$ cat src/rtl/ps2_keypad_if.sv
// Bundle of the PS/2 pins and the decoded keypad outputs.
// The keypad receiver uses the slave view; whatever drives the pins uses master.
interface ps2_keypad_if;
    logic       ps2_clk;
    logic       ps2_data;
    logic [9:0] keyinput;
    logic [7:0] code;
    logic       code_valid;
    logic       frame_err;

    modport master (
        output ps2_clk,
        output ps2_data,
        input  keyinput,
        input  code,
        input  code_valid,
        input  frame_err
    );

    modport slave (
        input  ps2_clk,
        input  ps2_data,
        output keyinput,
        output code,
        output code_valid,
        output frame_err
    );
endinterface

$ cat src/rtl/ps2_keypad.sv
// PS/2 keyboard receiver and GBA keypad mapper.
// Samples the raw PS/2 pins, assembles 11-bit frames with odd parity,
// tracks the E0/F0 prefixes and maintains an active-low KEYINPUT vector.
module ps2_keypad #(
    parameter int TIMEOUT_CYCLES = 50000
) (
    input  logic         clk,
    input  logic         rst,
    ps2_keypad_if.slave  bus
);

    localparam int CW = $clog2(TIMEOUT_CYCLES + 1);
    localparam logic [CW-1:0] TMO_LAST = CW'(TIMEOUT_CYCLES - 1);

    localparam logic [7:0] CODE_EXT = 8'hE0;
    localparam logic [7:0] CODE_BRK = 8'hF0;

    // Scan codes per KEYINPUT bit, bit 0 in the low byte:
    // L, R, Down, Up, Left, Right, Start, Select, B, A
    localparam logic [79:0] KEY_CODES = {
        8'h3C, 8'h44, 8'h72, 8'h75, 8'h6B, 8'h74, 8'h5A, 8'h66, 8'h3B, 8'h42
    };
    // Which keys need the E0 prefix (the four arrows)
    localparam logic [9:0] KEY_EXT = 10'b00_1111_0000;

    typedef enum logic [1:0] {
        IDLE,
        DATA,
        PARITY,
        STOP
    } state_t;

    // Synchronizers; idle bus level is high
    logic clk_s1_reg, clk_s2_reg, clk_prev_reg;
    logic dat_s1_reg, dat_s2_reg;
    logic fall;

    state_t        state_reg, state_next;
    logic [2:0]    bit_cnt_reg, bit_cnt_next;
    logic [7:0]    shift_reg, shift_next;
    logic          parity_reg, parity_next;
    logic [CW-1:0] tmo_reg, tmo_next;
    logic [7:0]    code_reg, code_next;
    logic          code_valid_reg, code_valid_next;
    logic          frame_err_reg, frame_err_next;

    logic          ext_reg, brk_reg;
    logic [9:0]    key_reg;
    logic [9:0]    hit;
    logic          is_prefix;

    // Two-flop synchronizers plus the previous clock sample for edge detect
    always_ff @(posedge clk) begin
        if (rst) begin
            clk_s1_reg   <= 1'b1;
            clk_s2_reg   <= 1'b1;
            clk_prev_reg <= 1'b1;
            dat_s1_reg   <= 1'b1;
            dat_s2_reg   <= 1'b1;
        end else begin
            clk_s1_reg   <= bus.ps2_clk;
            clk_s2_reg   <= clk_s1_reg;
            clk_prev_reg <= clk_s2_reg;
            dat_s1_reg   <= bus.ps2_data;
            dat_s2_reg   <= dat_s1_reg;
        end
    end

    assign fall = clk_prev_reg & ~clk_s2_reg;

    // Frame FSM state and datapath registers
    always_ff @(posedge clk) begin
        if (rst) begin
            state_reg      <= IDLE;
            bit_cnt_reg    <= 3'd0;
            shift_reg      <= 8'h00;
            parity_reg     <= 1'b0;
            tmo_reg        <= '0;
            code_reg       <= 8'h00;
            code_valid_reg <= 1'b0;
            frame_err_reg  <= 1'b0;
        end else begin
            state_reg      <= state_next;
            bit_cnt_reg    <= bit_cnt_next;
            shift_reg      <= shift_next;
            parity_reg     <= parity_next;
            tmo_reg        <= tmo_next;
            code_reg       <= code_next;
            code_valid_reg <= code_valid_next;
            frame_err_reg  <= frame_err_next;
        end
    end

    // Next-state logic: bit assembly on each falling edge, checks at stop, timeout
    always_comb begin
        state_next      = state_reg;
        bit_cnt_next    = bit_cnt_reg;
        shift_next      = shift_reg;
        parity_next     = parity_reg;
        tmo_next        = tmo_reg;
        code_next       = code_reg;
        code_valid_next = 1'b0;
        frame_err_next  = 1'b0;

        // Idle-time counter: only runs mid-frame, saturates at its last value
        if (state_reg == IDLE || fall) begin
            tmo_next = '0;
        end else if (tmo_reg != TMO_LAST) begin
            tmo_next = tmo_reg + 1'b1;
        end

        case (state_reg)
            IDLE: begin
                if (fall && !dat_s2_reg) begin
                    state_next   = DATA;
                    bit_cnt_next = 3'd0;
                end
            end
            DATA: begin
                if (fall) begin
                    shift_next   = {dat_s2_reg, shift_reg[7:1]};
                    bit_cnt_next = bit_cnt_reg + 3'd1;
                    if (bit_cnt_reg == 3'd7) begin
                        state_next = PARITY;
                    end
                end
            end
            PARITY: begin
                if (fall) begin
                    parity_next = dat_s2_reg;
                    state_next  = STOP;
                end
            end
            STOP: begin
                if (fall) begin
                    state_next = IDLE;
                    if (dat_s2_reg && ((^shift_reg) ^ parity_reg)) begin
                        code_next       = shift_reg;
                        code_valid_next = 1'b1;
                    end else begin
                        frame_err_next = 1'b1;
                    end
                end
            end
            default: state_next = IDLE;
        endcase

        // A stalled frame is abandoned; a falling edge in the same cycle wins
        if (state_reg != IDLE && !fall && tmo_reg == TMO_LAST) begin
            state_next     = IDLE;
            frame_err_next = 1'b1;
        end
    end

    // Per-key match against the scan code table
    generate
        for (genvar gi = 0; gi < 10; gi++) begin : g_key_match
            assign hit[gi] = (code_reg == KEY_CODES[gi*8 +: 8]) &&
                             (ext_reg == KEY_EXT[gi]);
        end
    endgenerate

    assign is_prefix = (code_reg == CODE_EXT) || (code_reg == CODE_BRK);

    // Prefix flags: set by E0/F0, cleared by any other byte or a bad frame
    always_ff @(posedge clk) begin
        if (rst) begin
            ext_reg <= 1'b0;
            brk_reg <= 1'b0;
        end else if (frame_err_reg) begin
            ext_reg <= 1'b0;
            brk_reg <= 1'b0;
        end else if (code_valid_reg) begin
            if (code_reg == CODE_EXT) begin
                ext_reg <= 1'b1;
            end else if (code_reg == CODE_BRK) begin
                brk_reg <= 1'b1;
            end else begin
                ext_reg <= 1'b0;
                brk_reg <= 1'b0;
            end
        end
    end

    // Key state: a matched key takes the break flag (1 = released), others hold
    always_ff @(posedge clk) begin
        if (rst) begin
            key_reg <= 10'h3FF;
        end else if (code_valid_reg && !is_prefix) begin
            for (int i = 0; i < 10; i++) begin
                if (hit[i]) begin
                    key_reg[i] <= brk_reg;
                end
            end
        end
    end

    assign bus.keyinput   = key_reg;
    assign bus.code       = code_reg;
    assign bus.code_valid = code_valid_reg;
    assign bus.frame_err  = frame_err_reg;

endmodule

$ cat src/flat_wrapper.sv
// flat-port wrapper written by rule: the top's interface ports become plain ports
module ps2_keypad_flat 
#(
    parameter int TIMEOUT_CYCLES = 50000
)
  (clk, rst, bus_ps2_clk, bus_ps2_data, bus_keyinput, bus_code, bus_code_valid, bus_frame_err);
  ps2_keypad_if bus_i ();
  input  logic clk;
  input  logic rst;
  input wire logic [$bits(bus_i.ps2_clk)-1:0] bus_ps2_clk;
  input wire logic [$bits(bus_i.ps2_data)-1:0] bus_ps2_data;
  output wire logic [$bits(bus_i.keyinput)-1:0] bus_keyinput;
  output wire logic [$bits(bus_i.code)-1:0] bus_code;
  output wire logic [$bits(bus_i.code_valid)-1:0] bus_code_valid;
  output wire logic [$bits(bus_i.frame_err)-1:0] bus_frame_err;
  assign bus_i.ps2_clk = bus_ps2_clk;
  assign bus_i.ps2_data = bus_ps2_data;
  assign bus_keyinput = bus_i.keyinput;
  assign bus_code = bus_i.code;
  assign bus_code_valid = bus_i.code_valid;
  assign bus_frame_err = bus_i.frame_err;
  ps2_keypad #(.TIMEOUT_CYCLES(TIMEOUT_CYCLES)) u_core (.clk(clk), .rst(rst), .bus(bus_i));
endmodule
$ cat config.mk
export PLATFORM = sky130hd
export DESIGN_NAME = ps2_keypad_flat
export DESIGN_NICKNAME = d
export VERILOG_FILES = /design/src/rtl/ps2_keypad_if.sv /design/src/rtl/ps2_keypad.sv /design/src/flat_wrapper.sv
export SDC_FILE = /design/constraint.sdc
export NUM_CORES = 1
export LEC_CHECK = 0
export BUFFER_PORTS_ARGS = -buffer_cell sky130_fd_sc_hd__buf_2
export CORE_AREA = 2 2 85 87
export CTS_CLUSTER_DIAMETER = 150
export DETAILED_ROUTE_END_ITERATION = 10
export DIE_AREA = 0 0 87 89
export REMOVE_ABC_BUFFERS = 1
export SLEW_MARGIN = 5
export SYNTH_ARGS = -nofsm -noshare
export SYNTH_HDL_FRONTEND = slang
export SYNTH_SLANG_ARGS = --single-unit
export TNS_END_PERCENT = 5
$ cat constraint.sdc
create_clock -name clk -period 1.58 [get_ports clk]
set_input_delay 0.316 -clock clk [delete_from_list [all_inputs] [get_ports clk]]
set_output_delay 0.316 -clock clk [all_outputs]
set_load 0.02 [all_outputs]
# Word level (Yosys, flattened, before mapping)
# Cells that the tools add are included.
[word_totals] ff_bits=57 input_bits=4 output_inout_bits=20
[op_classes] addsub=2 n_eq_ne=24 n_mux=17 bitwise_logic=7 n_reduce_logical=45
[op_table] cell="$eq A8 B7 Y1 const B" count=8
[op_table] cell="$reduce_and A2 Y1" count=14
[op_table] cell="$add A16 B1 Y16 const B" count=1
[op_table] cell="$eq A16 B16 Y1 const B" count=1
[op_table] cell="$eq A8 B6 Y1 const B" count=2
[op_table] cell="$eq A8 B8 Y1 const B" count=2
[op_table] cell="$ne A16 B16 Y1 const B" count=1
[op_table] cell="$logic_and A1 B1 Y1" count=15
[op_table] cell="$mux W2" count=5
[op_table] cell="$ne A2 B1 Y1 const B" count=5
[op_table] cell="$mux W1" count=8
[op_table] cell="$pmux W2 S4" count=1
[op_table] cell="$reduce_xor A8 Y1" count=1
[op_table] cell="$mux W3" count=2
[op_table] cell="$pmux W3 S2" count=1
[op_table] cell="$reduce_and A3 Y1" count=2
[op_table] cell="$reduce_or A2 Y1" count=3
[op_table] cell="$not A1 Y1" count=5
[op_table] cell="$reduce_and A5 Y1" count=1
[op_table] cell="$eq A2 B2 Y1 const B" count=2
[op_table] cell="$reduce_bool A2 Y1" count=2
[op_table] cell="$add A3 B1 Y3 const B" count=1
[op_table] cell="$eq A3 B3 Y1 const B" count=1
[op_table] cell="$logic_not A1 Y1" count=3
[op_table] cell="other kinds (7)" count=8

# Logic depth before layout (Yosys ltp)
[logic_depth] word_depth=7 depth_mapped=7

# Worst setup path before layout
# OpenSTA, ideal clock, no wires.
[synth_timing] path_kind="register to register" from="register u_core.code_reg[6], in the netlist u_core.bus.code[6]" to="register u_core.key_reg[2], in the netlist u_core.bus.keyinput[2]" setup_ns=0.122 arrival_time_ns=1.652 required_ns=1.458 slack_ns=-0.195 path_stages_with_launch=5 n_path_buf=0 path_cell_list="dfxtp_1 or3b_1 nor4_1 a21boi_0 a311o_1"
[synth_via] elab_chain_len=5 elab_cells_between_ends=8 cone_classes="eq/ne: 3; reduce/logical: 5"
[synth_lines] item="start, declared" line_no="ps2_keypad.sv:43" text="logic [7:0] code_reg, code_next;"
[synth_lines] item="start signal, assigned" line_no="ps2_keypad.sv:88" text="code_reg <= code_next;"
[synth_lines] item="$eq A8 B8 Y1" line_no="ps2_keypad.sv:163" text="assign is_prefix = (code_reg == CODE_EXT) || (code_reg == CODE_BRK);"
[synth_lines] item="$logic_or A1 B1 Y1" line_no="ps2_keypad.sv:163"
[synth_lines] item="$logic_not A1 Y1" line_no="ps2_keypad.sv:189" text="end else if (code_valid_reg && !is_prefix) begin"
[synth_lines] item="$logic_and A1 B1 Y1" line_no="ps2_keypad.sv:189"
[synth_lines] item="$reduce_and A2 Y1 (no line) (*)"
[synth_lines] item="end signal, assigned by index" line_no="ps2_keypad.sv:192" text="key_reg[i] <= brk_reg;"
[synth_lines] item="end, declared" line_no="ps2_keypad.sv:48" text="logic [9:0] key_reg;"
# Every way passes the cells marked *; elsewhere a longest branch is shown, timed or not.
# A chain may end at the register's enable or synchronous reset.

# Final worst setup path
[layout_timing] from="register u_core.shift_reg[7]" to="register u_core.code_reg[7], in the netlist u_core.bus.code[7]"
[layout_via] elab_chain_len=4
[layout_lines] item="start, declared" line_no="ps2_keypad.sv:40" text="logic [7:0] shift_reg, shift_next;"
[layout_lines] item="start signal, assigned" line_no="ps2_keypad.sv:85" text="shift_reg <= shift_next;"
[layout_lines] item="$reduce_xor A8 Y1" line_no="ps2_keypad.sv:137" text="if (dat_s2_reg && ((^shift_reg) ^ parity_reg)) begin"
[layout_lines] item="$xor A1 B1 Y1" line_no="ps2_keypad.sv:137"
[layout_lines] item="$logic_and A1 B1 Y1" line_no="ps2_keypad.sv:137"
[layout_lines] item="$reduce_and A3 Y1 (no line)"
# Several ways; a longest one is shown, not always the timed one.

==> flow_metrics.py <==
metrics = {
    "critical_path": {
        "r2r_cells": 5,
        "arrival_ns": 1.89,
        "startpoint_type": "flip-flop",
        "path_max_fanout": 7,
        "worst_r2r_endpoint": "u_core.bus.code[7]",
        "r2r_start": "u_core.shift_reg[7]",
        "r2r_slack_ns": -0.06,
        "crit_type": "flip-flop to flip-flop",
        "end_kind": "flip-flop",
        "required_ns": 1.84,
    },
    "power": {
        "comb_power_share_pct": 10.2,
        "vdd_ir_drop_max_uv": 513,
        "seqPwrFrac_pct": 42.4,
        "switching_share_pct": 22.3,
        "pwr-share-clk_pct": 47.4,
        "p_switching_w": 0.000782,
        "leakage_nw": 1.51,
        "power_w": 0.00351,
        "p_int_w": 0.00273,
        "power_density_mw_per_mm2": 974,
    },
    "worst_hold_path": {
        "min_from": "bus_ps2_data",
        "min_to": "u_core.dat_s1_reg",
        "holdCritPathClass": "input pin to flip-flop",
        "hold_path_depth": 2,
    },
    "cts": {
        "cts_sinks": 57,
        "clock_latency_ns": 0.34,
        "cts_tree": "built",
        "htree_levels": 3,
        "clockBufferDepth": 2,
        "root_buffer": "clkbuf_8",
        "cts_hold_buf": 0,
        "cts_made_buffers": 9,
        "path_clk_slew_ns": 0.06,
    },
    "global_routing": {
        "grtUsageTotal_pct": 15.5,
        "grt_max_degree": 29,
        "grt-ovfl-total": 0,
        "antenna_found_initial": 0,
        "grt_pass1_vias": 2018,
        "grt_pass1_wl_mm": 9.25,
    },
    "drt": {
        "wl_met3_um": 205,
        "antenna_left": 0,
        "vias_per_cell": 5.07,
        "highest_layer": "met4",
        "drt-met1-wl_mm": 2.87,
        "post-route-drc-count": 0,
        "routedWlPerCell_um": 13.1,
        "vias": 2241,
        "wirelength_mm": 5.78,
        "routed-wl-met2_mm": 2.57,
        "drt_first_pass_iters": 4,
        "drt-initial-drc-count": 82,
    },
    "sta": {
        "fin_skew_ns": 0.00744,
        "drv_slew": 0,
        "slew_headroom_pct": 70.9,
        "fmax_mhz": 611,
        "final_hold_viol_count": 0,
        "setup_viol": 14,
        "period_needed_ns": 1.64,
        "rsz0062_at_grt": "yes",
        "worst_slew_pin_slew_ns": 0.436,
        "worst_slack_ns": -0.0559,
        "finalCritPeriodShare_pct": 104,
    },
    "floorplanning": {
        "row_count": 30,
        "die_x_um": 87,
        "core_area_mm2": 0.00672,
        "start_util_pct": 39.6,
        "die_y_um": 89,
        "io_pins": 24,
        "die-area_mm2": 0.00774,
    },
    "final_layout": {
        "nets": 368,
        "final_util_pct": 53.6,
        "area_growth_pct": 35.5,
        "largest_register_ffs": 16,
        "antennaDiodeCount": 0,
        "final_cells": 442,
        "drive_above_1_share_pct": 37.6,
    },
    "synthesis": {
        "synth.avg_cell_area_um2": 9.46,
        "yosys_warnings": 0,
        "async_flop_share_pct": 0,
        "syn_area_mm2": 0.00266,
        "synth_edf_count": 0,
        "seq_area_frac_synth_pct": 42.9,
        "postSynthCellCount": 281,
        "yosysUniqueCellTypes": 48,
        "synth-seq-cells": 57,
        "synth_ff_type": "dfxtp_1",
    },
    "placed_design": {
        "placed_cells": 424,
        "port-buffer-count": 23,
        "place_hpwl_mm": 4.11,
        "globalplace.congestion": 0.832,
        "place_ws_ns": -0.107,
    },
    "status": {
        "violations": "setup timing",
        "outcome": "finished with violations",
    },
    "job": {
        "drv_cap": 0,
    },
}
## what timing repair did
action | 4_1_cts | 5_1_grt
setup endpoints to repair | 23 | 28
setup buffers | 1 | 1
resized for setup | 18 | 17
pin swaps | 8 | 7
## metrics by stage
step,setup TNS [ns],cell area (um^2),hold slack (ns)
after floorplan,-1.44,2610,0.388
after CTS,-0.545,3530,0.143
after detailed placement,-1.35,3220,0.396
final,-0.392,3600,0.159
after global routing,-1.39,3600,0.156
after global placement,-0.596,3220,0.391
## worst max path at each step
stage	endpoint	slack [ns]	cells past startpoint	start
after detailed placement	u_core.state_reg[0]	-0.11	7	u_core.state_reg[0]
after floorplan	u_core.bus.keyinput[2]	-0.19	4	u_core.bus.code[6]
after global placement	u_core.state_reg[0]	-0.12	7	u_core.state_reg[0]
after CTS	u_core.bus.code[7]	-0.07	5	u_core.shift_reg[6]
after global routing	u_core.tmo_reg[1]	-0.12	5	u_core.tmo_reg[12]
final	u_core.bus.code[7]	-0.06	5	u_core.shift_reg[7]
## critical path: stages, from the launching register on
cell and delay, ns:
dfxtp_2 0.33, xnor2_2 0.16, xnor3_2 0.48, mux2i_4 0.23, buf_12 0.16, mux2i_1 0.20
## layout make-up
cell class                 count  area [um^2]
tap                           80          100
fill                         620         3120
inverter                       5         18.8
multi-input combinational    208         1560
sequential                    57         1150
clock inverter                 6          105
timing repair buffer          76          529
clock buffer                  10          138
## layout by cell type, fill, tap and decap left out, types with 5 or more instances in the layout
| cell type | instances |
|---|---|
| nand2b_1 | 5 |
| nand4_1 | 5 |
| dfxtp_1 | 50 |
| nor2_1 | 28 |
| dfxtp_2 | 7 |
| clkbuf_8 | 10 |
| buf_4 | 51 |
| or2_2 | 7 |
| xor2_1 | 10 |
| nand3_1 | 10 |
| a21oi_1 | 9 |
| nand2_1 | 35 |
| buf_2 | 23 |
| mux2i_1 | 30 |
## cell families (layout without fill, tap and decap cells)
family          count (synthesis)  in the layout  synth area share, %
buf+inv                        16             97                 2.59
compound gates                 25             25                 6.07
fa+ha+maj                       7              7                 3.29
simple gates                  130            130                 26.3
flops                          57             57                 42.9
xor+xnor                       15             15                 6.68
mux                            31             31                 12.1
## synthesized netlist by cell type, types with 2 or more instances
| cell type | number | share of area (%) |
|---|---|---|
| or3_1 | 5 | 1.2 |
| mux2i_1 | 30 | 11 |
| nand3_1 | 11 | 2.1 |
| or3b_2 | 2 | 0.66 |
| a22oi_1 | 2 | 0.56 |
| clkbuf_1 | 8 | 1.1 |
| and4_1 | 2 | 0.66 |
| inv_1 | 4 | 0.56 |
| buf_2 | 2 | 0.38 |
| nor4_1 | 7 | 1.6 |
| xnor3_2 | 2 | 1.8 |
| ha_1 | 7 | 3.3 |
| nand2b_1 | 6 | 1.4 |
| or4_1 | 3 | 0.85 |
| o31ai_1 | 2 | 0.56 |
| dfxtp_1 | 57 | 43 |
| nand2_1 | 35 | 4.9 |
| o21ai_0 | 4 | 0.75 |
| a21oi_1 | 9 | 1.7 |
| xnor2_1 | 2 | 0.66 |
| nor3_1 | 2 | 0.38 |
| nand4bb_1 | 2 | 0.85 |
| nor2_1 | 28 | 4.0 |
| or2_2 | 9 | 2.1 |
| xor2_1 | 10 | 3.3 |
| nand3b_1 | 4 | 1.1 |
| nand4_1 | 5 | 1.2 |
## power groups by stage
stage,logic [W],registers [W],clock network (W)
2_1_floorplan,0.000174,0.00151,0
3_3_place_gp,0.000311,0.00151,0
3_5_place_dp,0.000315,0.00151,0
4_1_cts,0.000332,0.00148,0.00170
5_1_grt,0.000404,0.00149,0.00176
6_report,0.000358,0.00149,0.00166
## layer usage
metal	global-route usage (%)	up-vias
met2	23.6	45
li1	-	1145
met5	0	-
met3	3.32	12
met1	20.8	1039
met4	7.67	0
Power figures use the tool's default switching activity.
